[src/rtl/qspi_pkg.sv]
// rtl/qspi_pkg.sv - shared QSPI Fast Read Quad I/O constants and state type
package qspi_pkg;

    typedef enum logic [2:0] {
        ST_IDLE,
        ST_CMD,
        ST_ADDR,
        ST_MODE,
        ST_DUMMY,
        ST_DATA,
        ST_DESEL
    } qspi_state_e;

    localparam logic [7:0] CMD_FAST_READ_QUAD_IO = 8'hEB;
    localparam logic [7:0] MODE_BYTE             = 8'h00;

    localparam logic [4:0] CMD_SLOTS   = 5'd8;
    localparam logic [4:0] ADDR_SLOTS  = 5'd6;
    localparam logic [4:0] MODE_SLOTS  = 5'd2;
    localparam logic [4:0] DUMMY_SLOTS = 5'd4;
    localparam logic [4:0] DATA_SLOTS  = 5'd2;

    function automatic logic [4:0] last_slot(input qspi_state_e s);
        case (s)
            ST_CMD:   last_slot = CMD_SLOTS - 5'd1;
            ST_ADDR:  last_slot = ADDR_SLOTS - 5'd1;
            ST_MODE:  last_slot = MODE_SLOTS - 5'd1;
            ST_DUMMY: last_slot = DUMMY_SLOTS - 5'd1;
            ST_DATA:  last_slot = DATA_SLOTS - 5'd1;
            default:  last_slot = 5'd0;
        endcase
    endfunction

endpackage

[src/rtl/qspi_rom_reader.sv]
// rtl/qspi_rom_reader.sv - one-byte 0xEB quad read per ROM request, all outputs registered
module qspi_rom_reader
    import qspi_pkg::*;
#(
    parameter int unsigned ADDR_W    = 12,
    parameter logic [23:0] BASE_ADDR = 24'h100000,
    parameter int unsigned CS_HIGH   = 2
) (
    input  logic              clk,
    input  logic              rst_n,
    input  logic              req_valid,
    input  logic [ADDR_W-1:0] req_addr,
    output logic              req_ready,
    output logic              rsp_valid,
    output logic [7:0]        rsp_data,
    output logic              spi_select,
    output logic              spi_sclk,
    output logic [3:0]        spi_io_out,
    output logic [3:0]        spi_io_oe,
    input  logic [3:0]        spi_io_in
);

    qspi_state_e state_q, state_d;
    logic [4:0]  slot_q, slot_d;
    logic        phase_q, phase_d;
    logic [23:0] sr_q, sr_d;
    logic        req_ready_q, req_ready_d;
    logic        rsp_valid_q, rsp_valid_d;
    logic [7:0]  rsp_data_q, rsp_data_d;
    logic        select_q, select_d;
    logic        sclk_q, sclk_d;
    logic [3:0]  io_out_q, io_out_d;
    logic [3:0]  io_oe_q, io_oe_d;

    logic        slot_last;
    logic [2:0]  cmd_idx;
    logic [7:0]  cmd_byte;

    assign slot_last = (slot_q == last_slot(state_q));
    assign cmd_idx   = 3'd6 - slot_q[2:0];
    assign cmd_byte  = CMD_FAST_READ_QUAD_IO;

    // Every _d is the value for the cycle after this edge, so io changes land with sclk low
    always_comb begin
        state_d     = state_q;
        slot_d      = slot_q;
        phase_d     = phase_q;
        sr_d        = sr_q;
        req_ready_d = req_ready_q;
        rsp_valid_d = 1'b0;
        rsp_data_d  = rsp_data_q;
        select_d    = select_q;
        sclk_d      = sclk_q;
        io_out_d    = io_out_q;
        io_oe_d     = io_oe_q;

        case (state_q)
            ST_IDLE: begin
                if (req_valid && req_ready_q) begin
                    state_d     = ST_CMD;
                    slot_d      = 5'd0;
                    phase_d     = 1'b0;
                    sr_d        = BASE_ADDR + 24'(req_addr);
                    req_ready_d = 1'b0;
                    select_d    = 1'b0;
                    sclk_d      = 1'b0;
                    io_out_d    = {3'b000, cmd_byte[7]};
                    io_oe_d     = 4'b0001;
                end
            end
            ST_DESEL: begin
                if ({27'd0, slot_q} + 32'd1 >= CS_HIGH) begin
                    state_d     = ST_IDLE;
                    slot_d      = 5'd0;
                    req_ready_d = 1'b1;
                end else begin
                    slot_d = slot_q + 5'd1;
                end
            end
            default: begin
                if (!phase_q) begin
                    phase_d = 1'b1;
                    sclk_d  = 1'b1;
                end else begin
                    phase_d = 1'b0;
                    sclk_d  = 1'b0;
                    slot_d  = slot_last ? 5'd0 : slot_q + 5'd1;
                    case (state_q)
                        ST_CMD: begin
                            if (!slot_last) begin
                                io_out_d = {3'b000, cmd_byte[cmd_idx]};
                            end else begin
                                state_d  = ST_ADDR;
                                io_out_d = sr_q[23:20];
                                io_oe_d  = 4'b1111;
                            end
                        end
                        ST_ADDR: begin
                            sr_d = {sr_q[19:0], 4'h0};
                            if (!slot_last) begin
                                io_out_d = sr_q[19:16];
                            end else begin
                                state_d  = ST_MODE;
                                io_out_d = MODE_BYTE[7:4];
                            end
                        end
                        ST_MODE: begin
                            if (!slot_last) begin
                                io_out_d = MODE_BYTE[3:0];
                            end else begin
                                state_d  = ST_DUMMY;
                                io_out_d = 4'h0;
                                io_oe_d  = 4'b0000;
                            end
                        end
                        ST_DUMMY: begin
                            if (slot_last) begin
                                state_d = ST_DATA;
                            end
                        end
                        ST_DATA: begin
                            // The address has fully shifted out, so the low nibble is free for the read data
                            sr_d = {sr_q[19:0], spi_io_in};
                            if (slot_last) begin
                                state_d     = ST_DESEL;
                                rsp_valid_d = 1'b1;
                                rsp_data_d  = {sr_q[3:0], spi_io_in};
                                select_d    = 1'b1;
                                io_out_d    = 4'h0;
                                io_oe_d     = 4'b0000;
                            end
                        end
                        default: ;
                    endcase
                end
            end
        endcase
    end

    always_ff @(posedge clk or negedge rst_n) begin
        if (!rst_n) begin
            state_q     <= ST_IDLE;
            slot_q      <= 5'd0;
            phase_q     <= 1'b0;
            sr_q        <= 24'h0;
            req_ready_q <= 1'b1;
            rsp_valid_q <= 1'b0;
            rsp_data_q  <= 8'h00;
            select_q    <= 1'b1;
            sclk_q      <= 1'b0;
            io_out_q    <= 4'h0;
            io_oe_q     <= 4'h0;
        end else begin
            state_q     <= state_d;
            slot_q      <= slot_d;
            phase_q     <= phase_d;
            sr_q        <= sr_d;
            req_ready_q <= req_ready_d;
            rsp_valid_q <= rsp_valid_d;
            rsp_data_q  <= rsp_data_d;
            select_q    <= select_d;
            sclk_q      <= sclk_d;
            io_out_q    <= io_out_d;
            io_oe_q     <= io_oe_d;
        end
    end

    assign req_ready  = req_ready_q;
    assign rsp_valid  = rsp_valid_q;
    assign rsp_data   = rsp_data_q;
    assign spi_select = select_q;
    assign spi_sclk   = sclk_q;
    assign spi_io_out = io_out_q;
    assign spi_io_oe  = io_oe_q;

endmodule

[config.mk]
export PLATFORM = sky130hd
export DESIGN_NAME = qspi_rom_reader
export DESIGN_NICKNAME = d
export VERILOG_FILES = /design/src/rtl/qspi_pkg.sv /design/src/rtl/qspi_rom_reader.sv
export SDC_FILE = /design/constraint.sdc
export NUM_CORES = 1
export LEC_CHECK = 0
export ABC_AREA = 1
export CORE_ASPECT_RATIO = 0.8
export CORE_MARGIN = 10
export CORE_UTILIZATION = 40
export DETAILED_ROUTE_END_ITERATION = 10
export DONT_BUFFER_PORTS = 1
export RECOVER_POWER = 100
export SETUP_SLACK_MARGIN = 0.4
export SLEW_MARGIN = 20
export SYNTH_ARGS = -nofsm -noshare
export SYNTH_HDL_FRONTEND = slang
export SYNTH_SLANG_ARGS = --single-unit
export TNS_END_PERCENT = 30
[constraint.sdc]
create_clock -name clk -period 2.3 [get_ports clk]
set_input_delay 0.46 -clock clk [delete_from_list [all_inputs] [get_ports clk]]
set_output_delay 0.46 -clock clk [all_outputs]
set_load 0.02 [all_outputs]
# Word level (Yosys, flattened, before mapping)
# Memory sizes are Yosys's and may differ from the RTL's.
# Cells that the tools add are included.
# totals
in_bits	19
romBits	8
memories	1
reg_bits	52
# memory_table
name	depth	word_bits	rd	rd_clocked_by_memory_dff	write_ports	line_no	rtl
(no name shown)	8	1	1	0	0	qspi_rom_reader.sv:91	io_out_d = {3'b000, cmd_byte[cmd_idx]};
# classes
bitwise_logic	2
n_reduce_logical	22
addsub	4
n_mux	45
eq_ne	17
magnitude_cmp	2
# op_table
cell	count
one-hot mux 24 bit (2 select lines)	2
two-way mux 24 bit	2
two-way mux 4 bit	7
two-way mux 3 bit	8
one-hot mux 4 bit (2 select lines)	3
adder 21 x 12 -> 22 bit (first input constant)	1
two-way mux 5 bit	4
inequality test 4 bit (second input constant)	4
one-hot mux 4 bit (4 select lines)	1
one-hot mux 3 bit (5 select lines)	1
one-hot mux 3 bit (4 select lines)	1
two-way mux 1 bit	11
one-hot mux 5 bit (2 select lines)	1
AND reduction 5 bit	2
== test 3 bit (second input constant)	3
AND reduction 9 bit	1
nonzero test 3 bit	3
AND reduction 4 bit	2
nonzero test 2 bit	4
nonzero test 7 bit	1
adder 5 x 1 -> 6 bit (second input constant)	1
== test 3 x 2 -> 1 bit (second input constant)	2
>= comparator 6 x 2 -> 1 bit (second input constant)	1
one-hot mux 1 bit (2 select lines)	3
19 further kinds	23

# Depth between registers and ports, before layout
# Gate-level depths: netlist (run 1).
# logic_depth
word_depth	8
mapped_depth	15
mapped_depth_nobuf	13

# Worst setup path after synthesis (run 1)
# Ideal clock, no wire load.
# synth_timing
path_kind	flip-flop to flip-flop
start	register state_q[0]
end	register sr_q[3]
t_arrival_ns	1.557
setup_time_ns	0.119
setup_slack_ns	0.624
synth_period_minus_slack_ns	1.676
n_path_buf	2
required_time_ns	2.181
path_stages_with_launch	15
cell_sequence	dfrtp_1 > buf_4 > inv_2 > nand2_2 > nor2_4 > nand2_1 > nand2_2 > inv_2 > o21ai_4 > inv_4 > o21ai_4 > inv_6 > buf_8 > nand2_1 > o21ai_2
# synth_via
elab_chain_cells	4
# synth_rtl
element	line_no	rtl
start: declaration	qspi_rom_reader.sv:23	qspi_state_e state_q, state_d;
start signal: assignment	qspi_rom_reader.sv:154	state_q <= state_d;
== test 3 bit or == test 3 x 2 -> 1 bit (tied branches)	qspi_rom_reader.sv:88	case (state_q)
one-hot mux 24 bit (2 select lines)	qspi_rom_reader.sv:88	
two-way mux 24 bit	qspi_rom_reader.sv:81	if (!phase_q) begin
one-hot mux 24 bit (2 select lines)	qspi_rom_reader.sv:57	case (state_q)
end signal: assignment	qspi_rom_reader.sv:157	sr_q <= sr_d;
end: declaration	qspi_rom_reader.sv:26	logic [23:0] sr_q, sr_d;
# Parallel ways exist; a longest one is shown, timed or not. The select of a mux whose other input is x is not followed.
# A chain may end at the register's enable or synchronous reset.

# Final worst setup path (run 1)
# layout_timing
start	register state_q[1]
end	register rsp_data_q[5] (netlist: rsp_data[5])
# layout_via
elab_chain_cells	5
# layout_rtl
element	line_no	rtl
== test 3 bit or == test 3 x 2 -> 1 bit (tied branches)	qspi_pkg.sv:24, qspi_rom_reader.sv:88	
OR reduction 2 bit (no source line)	--	
one-hot mux 3 bit (4 select lines)	qspi_pkg.sv:24	case (s)
== test 5 bit	qspi_rom_reader.sv:39	assign slot_last = (slot_q == last_slot(state_q));
AND reduction 4 bit (no source line) *	--	
end signal: assignment	qspi_rom_reader.sv:160	rsp_data_q <= rsp_data_d;
end: declaration	qspi_rom_reader.sv:29	logic [7:0] rsp_data_q, rsp_data_d;
# Every way passes the cells marked *; elsewhere a longest branch is shown, timed or not.

==> impl_metrics.ini, run 1 <==
[status]
status = finished, final reports clean

[critical_path]
worstPathRequired_ns = 2.49
startpoint_type = flop
criticalPathCategory = flop to flop
path_max_fanout = 15
crit_buf_inv = 2
cp.arrival_ns = 2.14
slowest_stage = dfrtp_1
cp.depth = 11
path_delay_family = simple AND/OR/NAND/NOR gates
r2r_cells = 11
max_stage_delay_ns = 0.46
crit_chain = clkbuf_4, nand3_1, nand2_1, o21bai_1, nand2_1, inv_2, nand2_8, nor2_4, nand2_2, nand2_1, o21ai_2
cp_common_cell = nand2_1
end_kind = flop

[power]
p_leak_nw = 1.50
power.total_mw = 5.26
ir_drop_mv = 0.606
powerDensity_nw_per_um2 = 1680

[drt]
wl_um = 6440
detail-route-antenna-nets = 0
drc = 0
drtPass1Iterations = 4
vias_per_cell = 4.99
wl_per_cell_um = 15.0
drt_iter0_markers = 114
vias = 2146

[timing]
fin_skew_ns = 0.00868
max_freq_mhz = 512
period_minus_slack_ns = 1.95
fin_tns_setup_ns = 0
rsz0062_at_grt = yes
hold_viol_final = 0
setup_viol = 0
fin_crit_sh_pct = 84.9
tightest_slew_ns = 0.566
whs_ns = 0.306
slew_viol_final = 0
slew-limit-headroom_pct = 62.3
timing.final.ws_setup_ns = 0.347

[clock_network]
cts_tree = built
clkLatencyLatePin_ns = 0.31
cts_buffer_depth = 2
cts_sinks = 50
root_buffer = clkbuf_8
cts.clk_slew.worst_paths_ns = 0.09
cts.htree.levels = 2
cts_buffers = 5

[synthesis]
ys_seq_elements = 50
yosysSeqAreaShare_pct = 43.6
ys_warn_count = 0
yosys.area.top_type = dfrtp_1
syn-instance-count = 328
synth_top_area_share_pct = 41.8
syn_area_sq_um = 2870
postSynthAreaPerCell_sq_um = 8.76
synth.area.top_cells = dfrtp_1 (42%), nand2_1 (11%), o21ai_2 (5.8%)
synthDistinctLibCells = 38
syn-num-nets = 351

[placement]
dp_slack_ns = 0.247
io_buffer_count = 0
hpwlAfterDp_um = 4520
routabilityCongestion = 0.873
placed_area_sq_um = 2880

[min_path]
whs_path_depth = 2
hp-class = input port to flop

[cells_and_area]
final_common_cell = nand2_1
antenna_cells = 0
nNetsFinal = 365
syn2layout_area_growth_pct = 9.32
final_cell_mix = nand2_1 (84), dfrtp_1 (46), inv_1 (34), o21ai_0 (31)
finalInstanceArea_sq_um = 3140
drive_gt1_share_pct = 24.8

[job]
max_cap_viol_count = 0

[floorplanning]
start_util_pct = 41.5
die_h_um = 95.8
dieArea_sq_um = 11000
rows = 27
core_area_sq_um = 6930
io_pins = 39
die_width_um = 115

[grt]
grt_pass1_wl_um = 10400
grt_max_degree = 51
grt_pass1_vias = 2108
gr-total-overflow = 0
antenna_found_initial = 0
track_usage_pct = 11.8
## routing by layer
layer / wire, um / global-route usage [%] / part of all wire [%] / vias up
li1: - / - / - / 1086
met2: 2770 / 17.2 / 43 / 59
met3: 627 / 5.35 / 9.7 / 7
met5: 0 / 0 / 0 / -
met4: 73 / 3.81 / 1.1 / 0
met1: 2970 / 15.2 / 46 / 994
## power by group
group          total [mW]  internal (mW)  switching, mW
Combinational        3.09           1.11           1.98
Clock               0.515          0.217          0.298
Sequential           1.66           1.24          0.416
## stage by stage
stage                     instances  utilization, %
after floorplan                 328               -
after global placement          406            41.6
after detailed placement        406            41.6
after CTS                       417            43.6
after global routing            430            45.4
final                           430            45.4
## kinds of logic after synthesis
| family | Yosys count | share of synthesized area, % |
|---|---|---|
| AOI/OAI and AO/OA | 67 | 16.3 |
| adders and majority gates | 4 | 1.74 |
| and+or+nand+nor | 149 | 26.7 |
| buffers and inverters | 55 | 10.7 |
| muxes | 1 | 0.348 |
| DFF | 50 | 43.6 |
| xor gates and xnor gates | 2 | 0.610 |
## area by class of cell
cell class / count / area, sq um
Timing Repair Buffer: 19 / 190
Clock inverter: 2 / 13.8
Sequential cell: 50 / 1260
Multi-Input combinational cell: 223 / 1310
Tap cell: 87 / 109
Clock buffer: 6 / 72.6
Inverter: 41 / 174
Fill cell: 663 / 3780
Timing Repair inverter: 2 / 17.5
## worst reg2reg max path, cell delays in order, from the launching register on
cell,delay [ns]
dfrtp_1,0.46
clkbuf_4,0.18
nand3_1,0.11
nand2_1,0.10
o21bai_1,0.15
nand2_1,0.08
inv_2,0.11
nand2_8,0.12
nor2_4,0.11
nand2_2,0.20
nand2_1,0.14
o21ai_2,0.06
## sequential cells by signal, summed over array words and instances (netlist names)
name / flops
rsp_data: 8
rsp_valid: 1
spi_sclk: 1
state_q: 3
spi_io_oe: 2
req_ready: 1
spi_select: 1
spi_io_out: 4
slot_q: 5
sr_q: 24
## synth_stat cells (all sizes together)
master	n
nand2	97
o21ai	55
dfrtp	48
inv	41
nor2	24
nand3	21
buf	14
nand4	5
a21oi	4
ha	4
o211ai	3
dfstp	2
nor3	2
o31ai	2
xor2	2
a31oi	1
mux2i	1
o21bai	1
o41ai	1
## final timing paths
path,from,endpoint,slack (ns)
worst max-delay path,state_q[1],rsp_data[5],0.35
worst min-delay path,spi_io_in[2],rsp_data[2],0.31
worst max register to register,state_q[1],rsp_data[5],0.35
worst min register to register,sr_q[8],sr_q[8],0.49
max in group asynchronous,rst_n,req_ready,1.34
min in group asynchronous,rst_n,spi_io_oe[2],0.70
## repair_timing
item | CTS | global route
gates resized for setup | 3 | 18
gates cloned | 0 | 2
hold buffers | 1 | 1
endpoints found under the hold margin | 50 | 11
endpoints found under the setup margin | 20 | 44
buffers inserted | 2 | 10
pin swaps | 0 | 3
No activity file was read; power rests on OpenSTA's default activity.
==> run 2, diff against run 1 <==
Clock period 2.3 ns to 1.6 ns, I/O delays scaled along.
==> run 2 against run 1 <==
The run now ends with hold timing, setup timing left. Via count is 11% higher. Sequential share of layout area decreased by 5.5 points. Combinational power grew 88%. Largest cell class unchanged. Flip-flop and latch count is the same. Sequential power grew 45%.
==> impl_metrics.ini, run 2 (synthesis results as in run 1) <==
[status]
status = complete, but fails checks
failed_checks = hold timing, setup timing

[floorplanning]
die_h_um = 95.8
dieArea_sq_um = 11000
core_area_sq_um = 6930
start_util_pct = 41.5
io_pins = 39
rows = 27
die_width_um = 115

[grt]
gr-total-overflow = 0
grt_max_degree = 51
grt_pass1_wl_um = 12100
track_usage_pct = 13.5
grt_pass1_vias = 2398
antenna_found_initial = 0

[drt]
routed-wl-met3_um = 476
vias = 2378
vias_per_cell = 5.00
dr_wl_met2_um = 3270
detail-route-antenna-nets = 0
wl_um = 7120
wl_met1_um = 3330
wl_per_cell_um = 15.0
drt_iter0_markers = 102
drtPass1Iterations = 5
top_layer = met4
drc = 0

[cells_and_area]
multi_input_area_sq_um = 1450
largest_reg_flops = 24
finalInstanceArea_sq_um = 3640
nFillCells = 622
final_cell_mix = nand2_1 (74), buf_4 (57), dfrtp_1 (45), inv_1 (31), o21ai_0 (22)
fin_util_pct = 52.6
final_cells = 476
nNetsFinal = 411
antenna_cells = 0
final_common_cell = nand2_1
largest_register = sr_q
syn2layout_area_growth_pct = 26.8
seqCellArea_sq_um = 1260
drive_gt1_share_pct = 41.9

[power]
powerDensity_nw_per_um2 = 2520
p_leak_nw = 1.76
power.total_mw = 9.18
ir_drop_mv = 1.18

[timing]
hold_viol_final = 50
tightest_slew_ns = 0.577
setup_viol = 48
period_minus_slack_ns = 1.76
fin_crit_sh_pct = 110
slew_viol_final = 0
fin_skew_ns = 0.00963
fin_tns_setup_ns = -4.39
whs_ns = -0.315
slew-limit-headroom_pct = 61.6
timing.final.ws_setup_ns = -0.157
max_freq_mhz = 569
rsz0062_at_grt = yes

[clock_network]
clkLatencyLatePin_ns = 0.31
cts_buffer_depth = 2
cts.clk_slew.worst_paths_ns = 0.11
cts_sinks = 50
cts_tree = built
root_buffer = clkbuf_8
cts.htree.levels = 2
cts_buffers = 5

[critical_path]
cp.arrival_ns = 2.00
path_max_fanout = 7
end_kind = flop
criticalPathCategory = flop to flop
startpoint_type = flop
worstPathRequired_ns = 1.84

[placement]
hpwlAfterDp_um = 4950
io_buffer_count = 0
placed_area_sq_um = 3220
routabilityCongestion = 0.859
placedCellCount = 449
dp_slack_ns = -0.286

[job]
max_cap_viol_count = 0

[min_path]
hp-class = input port to asynchronous set/reset pin
## run 2: cell count changes in the layout (fill, tap and decap cells not counted), sizes merged
cell	before	now
buf	17	65
bufinv	0	1
clkbuf	7	6
clkinv	2	0
clkinvlp	0	1
dlygate4sd3	1	0
inv	43	42
nand2	97	98
## run 2: what timing repair did
| item | CTS | global route |
|---|---|---|
| gates resized for setup | 29 | 18 |
| endpoints found under the setup margin | 56 | 56 |
| pin swaps | 12 | 13 |
| gates cloned | 1 | 0 |
| hold endpoints to repair | 50 | 50 |
| setup buffers | 13 | 5 |
## run 2: power breakdown
group | switching, mW | internal, mW | total [mW]
logic | 3.23 | 2.57 | 5.80
clock network | 0.490 | 0.478 | 0.967
registers | 0.624 | 1.79 | 2.41
## run 2: critical path, stage by stage, from the launching register on
cell     delay [ns]
dfrtp_2        0.49
buf_6          0.15
nand3_4        0.06
nand2_4        0.06
nand2_2        0.06
nand3_2        0.10
nor2_4         0.19
nand2_8        0.10
buf_6          0.13
inv_4          0.05
nand4_1        0.14
o21ai_1        0.17
## run 2: worst paths after layout
path	from	to	slack (ns)	cells after the start
worst max-delay path	state_q[1]	rsp_data[3]	-0.16	11
worst min-delay path	rst_n	slot_q[3]	-0.32	0
worst max register to register	state_q[1]	rsp_data[3]	-0.16	11
worst min register to register	sr_q[9]	sr_q[9]	0.50	2
max in group asynchronous	rst_n	spi_select	1.72	0
min in group clk	spi_io_in[2]	rsp_data[2]	0.17	2
## run 2: layout make-up
cell class	count	share of cell area [%]
timing repair buffer	66	14.6
clock inverter	3	1.34
tap	87	2.99
sequential	50	34.5
inverter	41	4.84
multi-input combinational	224	39.9
clock buffer	5	1.89
## run 2: layer usage
layer	global-route usage, %	up-vias
li1	-	1177
met1	17.8	1141
met2	21.4	56
met3	4.23	4
met4	3.09	0
met5	0	-
==> run 3, diff against run 2 <==
Settings changed: GPL_TIMING_DRIVEN set to 0.
==> run 3 against run 2 <==
The flow still finishes with violations (hold timing, setup timing). Maximum frequency decreased by 3.0%. Core utilization increased by 0.74 points. Clock-buffer cell count unchanged.
==> impl_metrics.ini, run 3 (synthesis results as in run 1) <==
[grt]
grt_max_degree = 51
antenna_found_initial = 0
grt_pass1_vias = 2430
grt_pass1_wl_um = 12300
gr-total-overflow = 0
track_usage_pct = 13.8

[power]
powerDensity_nw_per_um2 = 2610
ir_drop_mv = 0.891
switching_share_pct = 48.3
p_leak_nw = 1.76
internal_power_mw = 4.99
pwr-share-comb_pct = 67.2
p_seq_share_pct = 24.8
p_clk_share_pct = 8.0
p_switching_mw = 4.65

[cells_and_area]
finalInstanceArea_sq_um = 3700
antenna_cells = 0
syn2layout_area_growth_pct = 28.6
final_common_cell = nand2_1
largest_register = sr_q
largest_reg_flops = 24
nNetsFinal = 394
final_cell_mix = nand2_1 (66), dfrtp_1 (43), inv_1 (27), o21ai_2 (24), buf_4 (23)
nFillCells = 624
drive_gt1_share_pct = 44.7

[job]
max_cap_viol_count = 0

[floorplanning]
rows = 27
io_pins = 39
core_area_sq_um = 6930
die_width_um = 115
die_h_um = 95.8
dieArea_sq_um = 11000
start_util_pct = 41.5

[drt]
drtPass1Iterations = 4
vias_per_cell = 5.06
wl_um = 7410
drt_iter0_markers = 85
detail-route-antenna-nets = 0
wl_per_cell_um = 16.2
vias = 2316
drc = 0

[clock_network]
clkLatencyLatePin_ns = 0.31
cts.clk_slew.worst_paths_ns = 0.10
cts_buffers = 5
cts_tree = built
cts_sinks = 50
root_buffer = clkbuf_8
cts.htree.levels = 2
cts_buffer_depth = 2

[timing]
hold_viol_final = 50
period_minus_slack_ns = 1.81
fin_skew_ns = 0.00532
setup_viol = 48
whs_ns = -0.311
fin_crit_sh_pct = 113
fin_tns_setup_ns = -6.52
tightest_slew_ns = 0.338
rsz0062_at_grt = yes
slew_viol_final = 0
max_freq_mhz = 552
timing.final.ws_setup_ns = -0.211
slew-limit-headroom_pct = 77.3

[critical_path]
worstPathRequired_ns = 1.84
startpoint_type = flop
path_max_fanout = 5
criticalPathCategory = flop to flop
r2r_cells = 13
cp.arrival_ns = 2.05
r2r_start = state_q[0]
end_kind = flop
r2r-end = sr_q[12]
r2r_setup_slack_ns = -0.21

[status]
status = complete, but fails checks
failed_checks = hold timing, setup timing

[placement]
hpwlAfterDp_um = 4800
placed_area_sq_um = 3010
routabilityCongestion = 0.844
io_buffer_count = 0

[min_path]
hp-class = input port to asynchronous set/reset pin
## run 3: cell types whose count changed in the layout (fill, tap and decap cells not counted), moves of 4 or more
cell / previous run / this run
o21ai_1: 11 / 15
o21ai_2: 20 / 24
inv_2: 4 / 8
o21ai_0: 22 / 14
nand2_4: 5 / 11
inv_1: 31 / 27
buf_4: 57 / 23
nand2_1: 74 / 66
## run 3: per-layer routing
metal | share of wire (%) | global-route usage (%) | up-vias
met4 | 1.2 | 3.50 | 0
met2 | 46 | 21.7 | 44
met3 | 7.6 | 5.41 | 10
met1 | 45 | 17.5 | 1116
li1 | - | - | 1146
met5 | 0 | 0 | -
## run 3: how the worst max path moves through the flow
stage,start,to,depth (start not counted),slack (ns)
CTS,state_q[1],rsp_data[5],12,-0.14
global route,state_q[0],sr_q[22],14,-0.31
detailed placement,slot_q[0],state_q[2],10,-0.22
finish,state_q[0],sr_q[12],13,-0.21
floorplan,state_q[0],sr_q[23],14,-0.03
global placement,state_q[1],sr_q[1],13,-0.19
## run 3: worst max-delay path: stages (launching register included)
cell and delay, ns:
dfrtp_1 0.41, buf_6 0.15, buf_4 0.14, nor2_4 0.17
inv_2 0.08, nand2_2 0.07, inv_2 0.04, o21ai_4 0.07
inv_4 0.06, o21ai_4 0.09, buf_6 0.19, clkbuf_16 0.16
nand2_1 0.05, o21ai_1 0.06
## run 3: final cells by class
| cell class | count | area [sq um] | share of cell area (%) |
|---|---|---|---|
| plain buffers | 14 | 160 | 4.33 |
| clock buffers | 5 | 68.8 | 1.86 |
| clock inverters | 2 | 13.8 | 0.372 |
| inverters | 41 | 179 | 4.84 |
| multi-input cells | 223 | 1520 | 41.0 |
| flip-flops and latches | 50 | 1260 | 34.1 |
| well taps | 87 | 109 | 2.95 |
| repair buffers | 35 | 382 | 10.3 |
| repair inverters | 1 | 8.76 | 0.237 |
## run 3: per-stage QoR
stage / util [%] / total power, mW / cells / setup slack, ns
2_1_floorplan: - / 6.05 / 328 / -0.0260
3_3_place_gp: 43.5 / 6.83 / 415 / -0.195
3_5_place_dp: 43.5 / 6.92 / 415 / -0.215
6_report: 53.4 / 9.64 / 458 / -0.211
4_1_cts: 51.2 / 9.05 / 450 / -0.141
5_1_grt: 53.4 / 10.4 / 458 / -0.306
## run 3: what timing repair did
| action | in CTS | in global routing |
|---|---|---|
| hold endpoints to repair | 50 | 50 |
| gates resized for setup | 61 | 28 |
| pin swaps | 23 | 10 |
| setup buffers | 23 | 6 |
| setup endpoints to repair | 55 | 54 |
| gates cloned | 5 | 2 |
## run 3: power groups by stage
| stage | sequential (mW) | clock [mW] | combinational (mW) |
|---|---|---|---|
| floorplan | 2.28 | 0 | 3.77 |
| global route | 2.45 | 0.827 | 7.09 |
| finish | 2.39 | 0.769 | 6.48 |
| CTS | 2.38 | 0.785 | 5.88 |
| detailed placement | 2.39 | 0 | 4.53 |
| global placement | 2.38 | 0 | 4.45 |
